[src/rtl/ibex_rf_access_arbiter.sv]
// Shares the register file write port and read port B between the core pipeline
// and an external requester; the core always wins, and starvation forces a core stall.
module ibex_rf_access_arbiter #(
  parameter bit          RV32E     = 1'b0,
  parameter int unsigned DataWidth = 32,
  parameter int unsigned MaxWait   = 8
) (
  input  logic                 clk_i,
  input  logic                 rst_ni,

  input  logic                 core_we_i,
  input  logic [4:0]           core_waddr_i,
  input  logic [DataWidth-1:0] core_wdata_i,
  input  logic                 core_rb_used_i,
  input  logic [4:0]           core_raddr_b_i,
  output logic                 core_stall_o,

  input  logic                 ext_req_i,
  input  logic                 ext_we_i,
  input  logic [4:0]           ext_addr_i,
  input  logic [DataWidth-1:0] ext_wdata_i,
  output logic                 ext_gnt_o,
  output logic                 ext_rvalid_o,
  output logic [DataWidth-1:0] ext_rdata_o,
  output logic                 ext_err_o,

  output logic                 rf_we_o,
  output logic [4:0]           rf_waddr_o,
  output logic [DataWidth-1:0] rf_wdata_o,
  output logic [4:0]           rf_raddr_b_o,
  input  logic [DataWidth-1:0] rf_rdata_b_i
);

  localparam int unsigned AddrW = 5;
  localparam int unsigned CntW  = 8;
  localparam logic [CntW-1:0] MaxCnt = CntW'(MaxWait);

  typedef enum logic [1:0] {
    IDLE = 2'd0,
    PEND = 2'd1,
    RESP = 2'd2
  } state_e;

  state_e               state_q, state_d;
  logic                 hold_we_q;
  logic [AddrW-1:0]     hold_addr_q;
  logic [DataWidth-1:0] hold_wdata_q;
  logic [CntW-1:0]      cnt_q, cnt_d;
  logic                 stall_q, stall_d;
  logic                 rvalid_q, rvalid_d;
  logic [DataWidth-1:0] rdata_q, rdata_d;
  logic                 err_q, err_d;
  logic                 gnt;
  logic                 capture;

  logic                 in_pend;
  logic                 addr_illegal;
  logic                 wr_x0;
  logic                 port_free;
  logic                 ext_wr_access;
  logic                 ext_rd_access;
  logic                 complete;

  // Decode of the held request against the current core port usage
  always_comb begin
    in_pend       = (state_q == PEND);
    addr_illegal  = RV32E && hold_addr_q[4];
    wr_x0         = hold_we_q && (hold_addr_q == '0);
    port_free     = hold_we_q ? !core_we_i : !core_rb_used_i;
    ext_wr_access = in_pend && !addr_illegal && !wr_x0 && hold_we_q && port_free;
    ext_rd_access = in_pend && !addr_illegal && !hold_we_q && port_free;
    // Illegal addresses and x0 writes never touch the RF, so they never wait
    complete      = in_pend && (addr_illegal || wr_x0 || port_free);
  end

  // Next-state and registered-output logic
  always_comb begin
    state_d  = state_q;
    cnt_d    = cnt_q;
    stall_d  = stall_q;
    rvalid_d = 1'b0;
    rdata_d  = rdata_q;
    err_d    = err_q;
    gnt      = 1'b0;
    capture  = 1'b0;

    unique case (state_q)
      IDLE: begin
        gnt = ext_req_i;
        if (ext_req_i) begin
          capture = 1'b1;
          cnt_d   = '0;
          stall_d = 1'b0;
          state_d = PEND;
        end
      end
      PEND: begin
        if (complete) begin
          state_d  = RESP;
          rvalid_d = 1'b1;
          stall_d  = 1'b0;
          err_d    = addr_illegal;
          rdata_d  = ext_rd_access ? rf_rdata_b_i : '0;
        end else begin
          if (cnt_q != MaxCnt) begin
            cnt_d = cnt_q + CntW'(1);
          end
          stall_d = (cnt_d == MaxCnt);
        end
      end
      RESP: begin
        state_d = IDLE;
      end
      default: begin
        state_d = IDLE;
      end
    endcase
  end

  always_ff @(posedge clk_i or negedge rst_ni) begin
    if (!rst_ni) begin
      state_q      <= IDLE;
      cnt_q        <= '0;
      stall_q      <= 1'b0;
      rvalid_q     <= 1'b0;
      rdata_q      <= '0;
      err_q        <= 1'b0;
      hold_we_q    <= 1'b0;
      hold_addr_q  <= '0;
      hold_wdata_q <= '0;
    end else begin
      state_q  <= state_d;
      cnt_q    <= cnt_d;
      stall_q  <= stall_d;
      rvalid_q <= rvalid_d;
      rdata_q  <= rdata_d;
      err_q    <= err_d;
      if (capture) begin
        hold_we_q    <= ext_we_i;
        hold_addr_q  <= ext_addr_i;
        hold_wdata_q <= ext_wdata_i;
      end
    end
  end

  // State is forced to IDLE while in reset, but the grant must also be masked then
  assign ext_gnt_o    = gnt && rst_ni;
  assign ext_rvalid_o = rvalid_q;
  assign ext_rdata_o  = rdata_q;
  assign ext_err_o    = err_q;
  assign core_stall_o = stall_q;

  assign rf_we_o      = core_we_i || ext_wr_access;
  assign rf_waddr_o   = ext_wr_access ? hold_addr_q  : core_waddr_i;
  assign rf_wdata_o   = ext_wr_access ? hold_wdata_q : core_wdata_i;
  assign rf_raddr_b_o = ext_rd_access ? hold_addr_q  : core_raddr_b_i;

endmodule

[config.mk]
export PLATFORM = sky130hd
export DESIGN_NAME = ibex_rf_access_arbiter
export DESIGN_NICKNAME = d
export VERILOG_FILES = /design/src/rtl/ibex_rf_access_arbiter.sv
export SDC_FILE = /design/constraint.sdc
export NUM_CORES = 1
export LEC_CHECK = 0
export CAP_MARGIN = 10
export CORE_MARGIN = 2
export CORE_UTILIZATION = 44
export CTS_CLUSTER_DIAMETER = 120
export CTS_CLUSTER_SIZE = 25
export DETAILED_ROUTE_END_ITERATION = 10
export PLACE_DENSITY = 0.95
export SYNTH_ARGS = -nofsm -noshare
export SYNTH_HDL_FRONTEND = slang
export SYNTH_SLANG_ARGS = --single-unit
[constraint.sdc]
create_clock -name clk_i -period 3.1 [get_ports clk_i]
set_input_delay 0.31 -clock clk_i [delete_from_list [all_inputs] [get_ports clk_i]]
set_output_delay 0.31 -clock clk_i [all_outputs]
set_load 0.1 [all_outputs]
==> results by group, run 1 <==
Synthesis
  – Number of synthesized register bits: 82
  – Primary FF master, synth: dfrtp_1
  – Cells after synthesis: 286
  – Post-Synth Simple-Gate Area: 6.77%
  – Syn Area/Cell: 13.9 um2
  – Mapped Area: 3980 um2
  – Post-synthesis compound-gate area fraction: 11.6%
  – Post-Synth Adder-Cell Area: 0.630%
  – Synth area leader: dfrtp_1
  – Most frequent cell after synthesis: dfrtp_1
  – Area contributors post-synth: dfrtp_1, mux2_2, a22o_1
  – Ys async rst share: 100%
  – Largest family of logic cells by synthesized area: multiplexers
  – Syn nets: 405
  – Mux cell area share after synthesis: between 20% and 30%
  – Synth top area share: 51.6%
  – Yosys cell types: 46
  – Most frequent cells after synthesis: dfrtp_1, mux2_2, a22o_1
  – Post-synthesis sequential area ratio: 51.6%
  – Ys Warns: 0
  – Synth Area in XOR/XNOR: 0.441%
  – EDFF count, synth: 0

Placement
  – Port Buffers: 194
  – DPL Wire Length: 8560 um
  – Setup WS pre-CTS: 567 ps
  – RePlAce Congestion: between 0.9 and 1

Timing
  – Slew @ Worst Pin: around 1000 ps
  – Aggregate negative setup slack: 0 ps
  – Final Max Slew Viols: 0
  – Min setup slack post-route: 227 ps
  – Hold WS: 222 ps
  – Max Fclk: 348 MHz
  – Final Setup Violations: 0
  – RSZ-0062 raised after global routing: false
  – Slew Limit Headroom: about a third
  – Final worst path period share: between 90% and 100%
  – Fin Clk Skew: 9.95 ps
  – Fin. Hold Viols: 0
  – Min cycle time layout: between 2000 and 3000 ps

Critical path
  – Worst r2r path cells: 4
  – Flop2flop setup slack: between 1000 and 1500 ps
  – Largest stage delay, worst path: 480 ps
  – Reg-to-Reg Start: state_q[1]
  – Buf+Inv Stages, Crit Path: 2
  – Worst R2R End: ext_rdata_o[19]
  – Worst path slowest cell: buf_4
  – Crit path DAT: between 2000 and 3000 ps
  – Crit path kind: reg -> out
  – CP startpoint: state_q[1]
  – Startpoint Class: flop
  – CP endpoint kind: output port
  – Worst Setup EP: rf_wdata_o[10]
  – Crit path cell chain: nand2b_1, nor4b_4, buf_4, mux2_2, buf_12
  – Critical Path RT: ~2800 ps
  – Crit Path Max Fanout: 32
  – WP depth: 5
  – CP top delay family: simple AND/OR/NAND/NOR gates

Cells and area
  – Nets: 599
  – Fillers: between 500 and 600
  – ANT cells: 0
  – Layout cells sized above 1: 33.0%
  – Area grow syn2layout: 65.8%

Die
  – Number of top-level pins: 196
  – Die ar.: a little under 10,000 um2
  – Site row count: 34
  – Core ar.: 8720 um2
  – Die Width: 99.1 um
  – Die span in y: 99.1 um
  – Starting Density: 45.6%

Worst hold path
  – Hold Crit Class: in -> async

Clock network
  – CTS tree: yes
  – CTS H-tree depth: 3
  – Hold buffers post-CTS: 0
  – CTS Buffer Depth: 2
  – CTS clk-pin slew, worst paths: ~80 ps
  – # clock sinks: roughly 80
  – Post-CTS Setup Repair Bufs: 0
  – Root buffer selected by CTS: clkbuf_8
  – Cells resized by post-CTS repair: 0
  – Clk Latency, worst-skew pair: 340 ps
  – Number of buffers created by CTS: 9

Global route
  – Vias in the first global route: 3,478
  – Gr ovfl total: 0
  – Met3 GRT Util: 5.67%
  – GRT Overall Usage: between 20% and 30%
  – Initial antenna violation count: 0
  – Largest net degree at the start of global routing: 83
  – Busiest grt layer: met2
  – First-pass GRT wire length: about 18,000 um
  – GR Util met2: 40.5%
  – M1 GR Usage: 28.5%

Status
  – Status: finished clean

Flow run
  – Max Cap Viol: 0

Route
  – DRT Pass-1 Iters: 4
  – Iter 0 DRT Violations: 131
  – Vias: 3,141
  – Routed WL: 11,200 um
  – Routed Antenna Nets: 0
  – Post-DR wirelength/cell: 18.9 um
  – Post-route DRC: 0
  – DR vias/cell: 5.30

Pwr
  – Overall power: 7.28 mW
  – Leakage: 2.83 nW
  – Worst VDD drop: 1.08 mV
  – Power Density: 1100 nW/um2
[area by class of cell]
cell class / count / area (um2) / share of cell area, %
well taps: 108 / 135 / 2.05
flip-flops and latches: 82 / 2050 / 31.1
clock inverters: 4 / 27.5 / 0.418
multi-input cells: 181 / 1800 / 27.3
inverters: 5 / 18.8 / 0.285
repair buffers: 201 / 2410 / 36.6
clock buffers: 12 / 145 / 2.20
[flip-flops by register name (all words and copies together) (netlist names)]
register	flops
hold_we_q	1
ext_rvalid_o	1
ext_rdata_o	32
state_q	2
hold_wdata_q	32
core_stall_o	1
hold_addr_q	5
cnt_q	8
[routing by layer]
metal | up-vias | part of all wire [%]
li1 | 1448 | -
met1 | 1549 | 40
met2 | 132 | 52
met3 | 12 | 6.6
met4 | 0 | 1.6
met5 | - | 0
[report_power, final]
| part | switching, mW | internal [mW] | total [mW] |
|---|---|---|---|
| Sequential | 0.370 | 1.55 | 1.92 |
| Combinational | 3.09 | 1.59 | 4.68 |
| Clock | 0.370 | 0.312 | 0.683 |
[worst min path at each step]
stage | startpoint | slack [ps] | depth (start not counted) | endpoint
after floorplan | rst_ni | 10 | 0 | cnt_q[0]
after global placement | ext_rdata_o[9] | 480 | 1 | ext_rdata_o[9]
after detailed placement | ext_rdata_o[4] | 480 | 1 | ext_rdata_o[4]
after CTS | rst_ni | 270 | 2 | hold_wdata_q[27]
after global routing | rst_ni | 320 | 2 | hold_wdata_q[27]
final | rst_ni | 220 | 2 | hold_wdata_q[22]
[kinds of logic after synthesis]
| kind of cell | Yosys count |
|---|---|
| AO/OA/AOI/OAI | 55 |
| XOR/XNOR | 2 |
| AND/OR/NAND/NOR | 37 |
| other | 1 |
| buffers and inverters | 23 |
| flip-flops | 82 |
| multiplexers | 84 |
| adder cells (fa/ha/maj) | 2 |
[metrics by stage]
stage	cell area, um2	cells	utilization, %
finish	6590	593	75.6
global route	6590	593	75.6
CTS	6590	593	75.6
detailed placement	6420	577	73.6
global placement	6420	577	73.6
floorplan	3980	286	-
[layout by cell type, fill, tap and decap left out, drive strengths merged, types with 2 or more instances in the layout]
cell	instances
a22o	35
and2	3
and3	2
buf	54
clkbuf	12
clkdlybuf4s50	147
clkinvlp	3
dfrtp	82
ha	2
inv	5
mux2	80
mux2i	4
nand2	4
nand3	2
nor2	2
nor2b	4
nor3	6
nor3b	3
nor4	3
o211ai	3
o21ai	6
or2	3
or3	2
xnor2	2
No activity file was read; power rests on OpenSTA's default activity.
==> inputs of run 2 (changes only) <==
Settings changed: CORE_MARGIN 2 to 1, MAX_ROUTING_LAYER from default to met4, PLACE_DENSITY 0.95 to 0.86.
==> run 2 against run 1 <==
Die area decreased by 4.0%. Clock power grew 46%. Critical path depth unchanged. Largest cell class unchanged. Wire length about the same. Sequential power is essentially flat. Sequential share of layout area down 0.57 points. Non-clock buffer count is 2 higher.
==> results by group, run 2 (synthesized netlist as in run 1, its figures left out) <==
Global route
  – Vias in the first global route: 3,530 (+1.5%)
  – Met3 GRT Util: 5.90% (+0.23 points)
  – Largest net degree at the start of global routing: 64 (-23%)
  – Initial antenna violation count: 0 (unchanged)
  – Busiest grt layer: met2
  – GR Util met2: 42.5% (+1.9 points)
  – Gr ovfl total: 0 (unchanged)
  – First-pass GRT wire length: 17,900 um (-0.61%)
  – GRT Overall Usage: 24.8% (+1.5 points)
  – M1 GR Usage: 28.5% (+0.046 points)

Critical path
  – Crit path DAT: 2590 ps (+30 ps)
  – Startpoint Class: flop
  – CP endpoint kind: output port
  – Crit path kind: reg -> out
  – Crit path cell chain: nand2b_1, nor4b_4, buf_4, mux2_2, buf_12
  – Crit Path Max Fanout: 31 (-3.1%)
  – Worst path slowest cell: buf_4
  – Critical Path RT: 2790 ps (about the same)
  – Largest stage delay, worst path: 480 ps (about the same)

Clock network
  – Number of buffers created by CTS: 9 (unchanged)
  – Root buffer selected by CTS: clkbuf_8
  – Cells resized by post-CTS repair: 0 (unchanged)
  – CTS H-tree depth: 3 (unchanged)
  – CTS tree: yes
  – CTS Buffer Depth: 2 (unchanged)
  – # clock sinks: 82 (unchanged)
  – Clk Latency, worst-skew pair: 340 ps (about the same)
  – CTS clk-pin slew, worst paths: 80 ps (about the same)

Route
  – Post-DR wirelength/cell: 18.8 um (-0.37%)
  – Routed Antenna Nets: 0 (unchanged)
  – Vias: 3,241 (+3.2%)
  – Iter 0 DRT Violations: 113 (-14%)
  – DR vias/cell: 5.45 (+2.8%)
  – DRT Pass-1 Iters: 5 (+1)
  – Routed WL: 11,200 um (about the same)
  – Post-route DRC: 0 (unchanged)

Cells and area
  – Leading cell type in the layout, fill and taps excluded: clkdlybuf4s50_1
  – Area grow syn2layout: 68.9%
  – Nets: 601 (+0.33%)
  – Finished layout cell area: 6720 um2 (+1.9%)
  – ANT cells: 0 (unchanged)
  – Layout cells sized above 1: 33.5% (+0.48 points)
  – Most frequent cells in the layout: clkdlybuf4s50_1, dfrtp_1, mux2_2
  – Final cell count without fillers: 595 (+0.34%)

Timing
  – Hold WS: 379 ps (+157 ps)
  – Slew @ Worst Pin: 1010 ps (-4.59 ps)
  – Final worst path period share: 93.5% (+0.81 points)
  – Final Setup Violations: 0 (unchanged)
  – Slew Limit Headroom: 32.2% (+0.094 points)
  – Aggregate negative setup slack: 0 ps (unchanged)
  – Max Fclk: 345 MHz (-0.86%)
  – Final Max Slew Viols: 0 (unchanged)
  – Fin Clk Skew: 8.00 ps (-1.95 ps)
  – Min cycle time layout: 2900 ps (+25.0 ps)
  – Fin. Hold Viols: 0 (unchanged)
  – RSZ-0062 raised after global routing: false

Die
  – Starting Density: 45.6% (unchanged)
  – Die Width: 97.1 um (-2.0%)
  – Core ar.: 8720 um2 (unchanged)
  – Site row count: 34 (unchanged)
  – Die ar.: 9420 um2 (-4.0%)
  – Die span in y: 97.1 um (-2.0%)
  – Number of top-level pins: 196 (unchanged)

Pwr
  – Worst VDD drop: 1.02 mV (-6.1%)
  – Power Density: 1130 nW/um2 (+2.5%)
  – Leakage: 2.89 nW (+2.2%)
  – Overall power: 7.60 mW (+4.4%)

Placement
  – DPL Wire Length: 8440 um (-1.4%)
  – Placed cell count: 578 (+0.17%)
  – Post-DP Area: 6440 um2 (+0.31%)
  – RePlAce Congestion: 0.883 (-9.3%)
  – Port Buffers: 194 (unchanged)

Worst hold path
  – Hold Crit Class: in -> async

Flow run
  – Max Cap Viol: 0 (unchanged)

Status
  – Status: finished clean
[run 2: area by class of cell]
class	count	area, um2
Timing Repair Buffer	203	2440
Fill cell	541	2010
Multi-Input combinational cell	181	1800
Clock inverter	7	141
Inverter	5	18.8
Sequential cell	82	2050
Tap cell	108	135
Clock buffer	9	124
[run 2: path summary, 6_finish.rpt]
path,startpoint,slack (ps),endpoint,cells past startpoint
min in group clk_i,ext_rdata_o[16],510,ext_rdata_o[16],1
hold reg to reg,ext_rdata_o[16],510,ext_rdata_o[16],1
hold / removal,rst_ni,380,hold_wdata_q[1],2
setup / recovery,state_q[1],200,rf_wdata_o[10],5
setup reg to reg,state_q[1],1110,core_stall_o,4
max in group asynchronous,rst_ni,1660,hold_wdata_q[16],3
[run 2: worst max-delay path, delay by kind of cell (launching register included)]
| family | cells | cell delay, ps |
|---|---|---|
| buffers and inverters | 2 | 650 |
| flip-flops | 1 | 410 |
| multiplexers | 1 | 430 |
| AND/OR/NAND/NOR | 2 | 720 |
[run 2: what timing repair did]
action,in CTS,in global routing
hold endpoints to repair,19,0
setup buffers,0,0
hold buffers,1,0
[run 2: stage by stage]
stage	util, %	setup slack (ps)
4_1_cts	77.0	200
3_5_place_dp	73.8	523
6_report	77.0	202
2_1_floorplan	-	895
3_3_place_gp	73.8	617
5_1_grt	77.0	100
[run 2: metal layers]
metal,up-vias,wire (um)
li1,1461,-
met2,166,5810
met1,1585,4350
met5,-,0
met4,0,282
met3,29,740
[run 2: power breakdown]
part	internal, mW	total, mW	switching, mW
combinational	1.60	4.70	3.11
clock	0.616	1.00	0.387
sequential	1.55	1.89	0.345
==> inputs of run 3 (changes only) <==
Settings changed: SLEW_MARGIN from default to 20.
==> results of run 3 <==
Same layout as run 2: the final DEF is identical, and so are final timing and power.
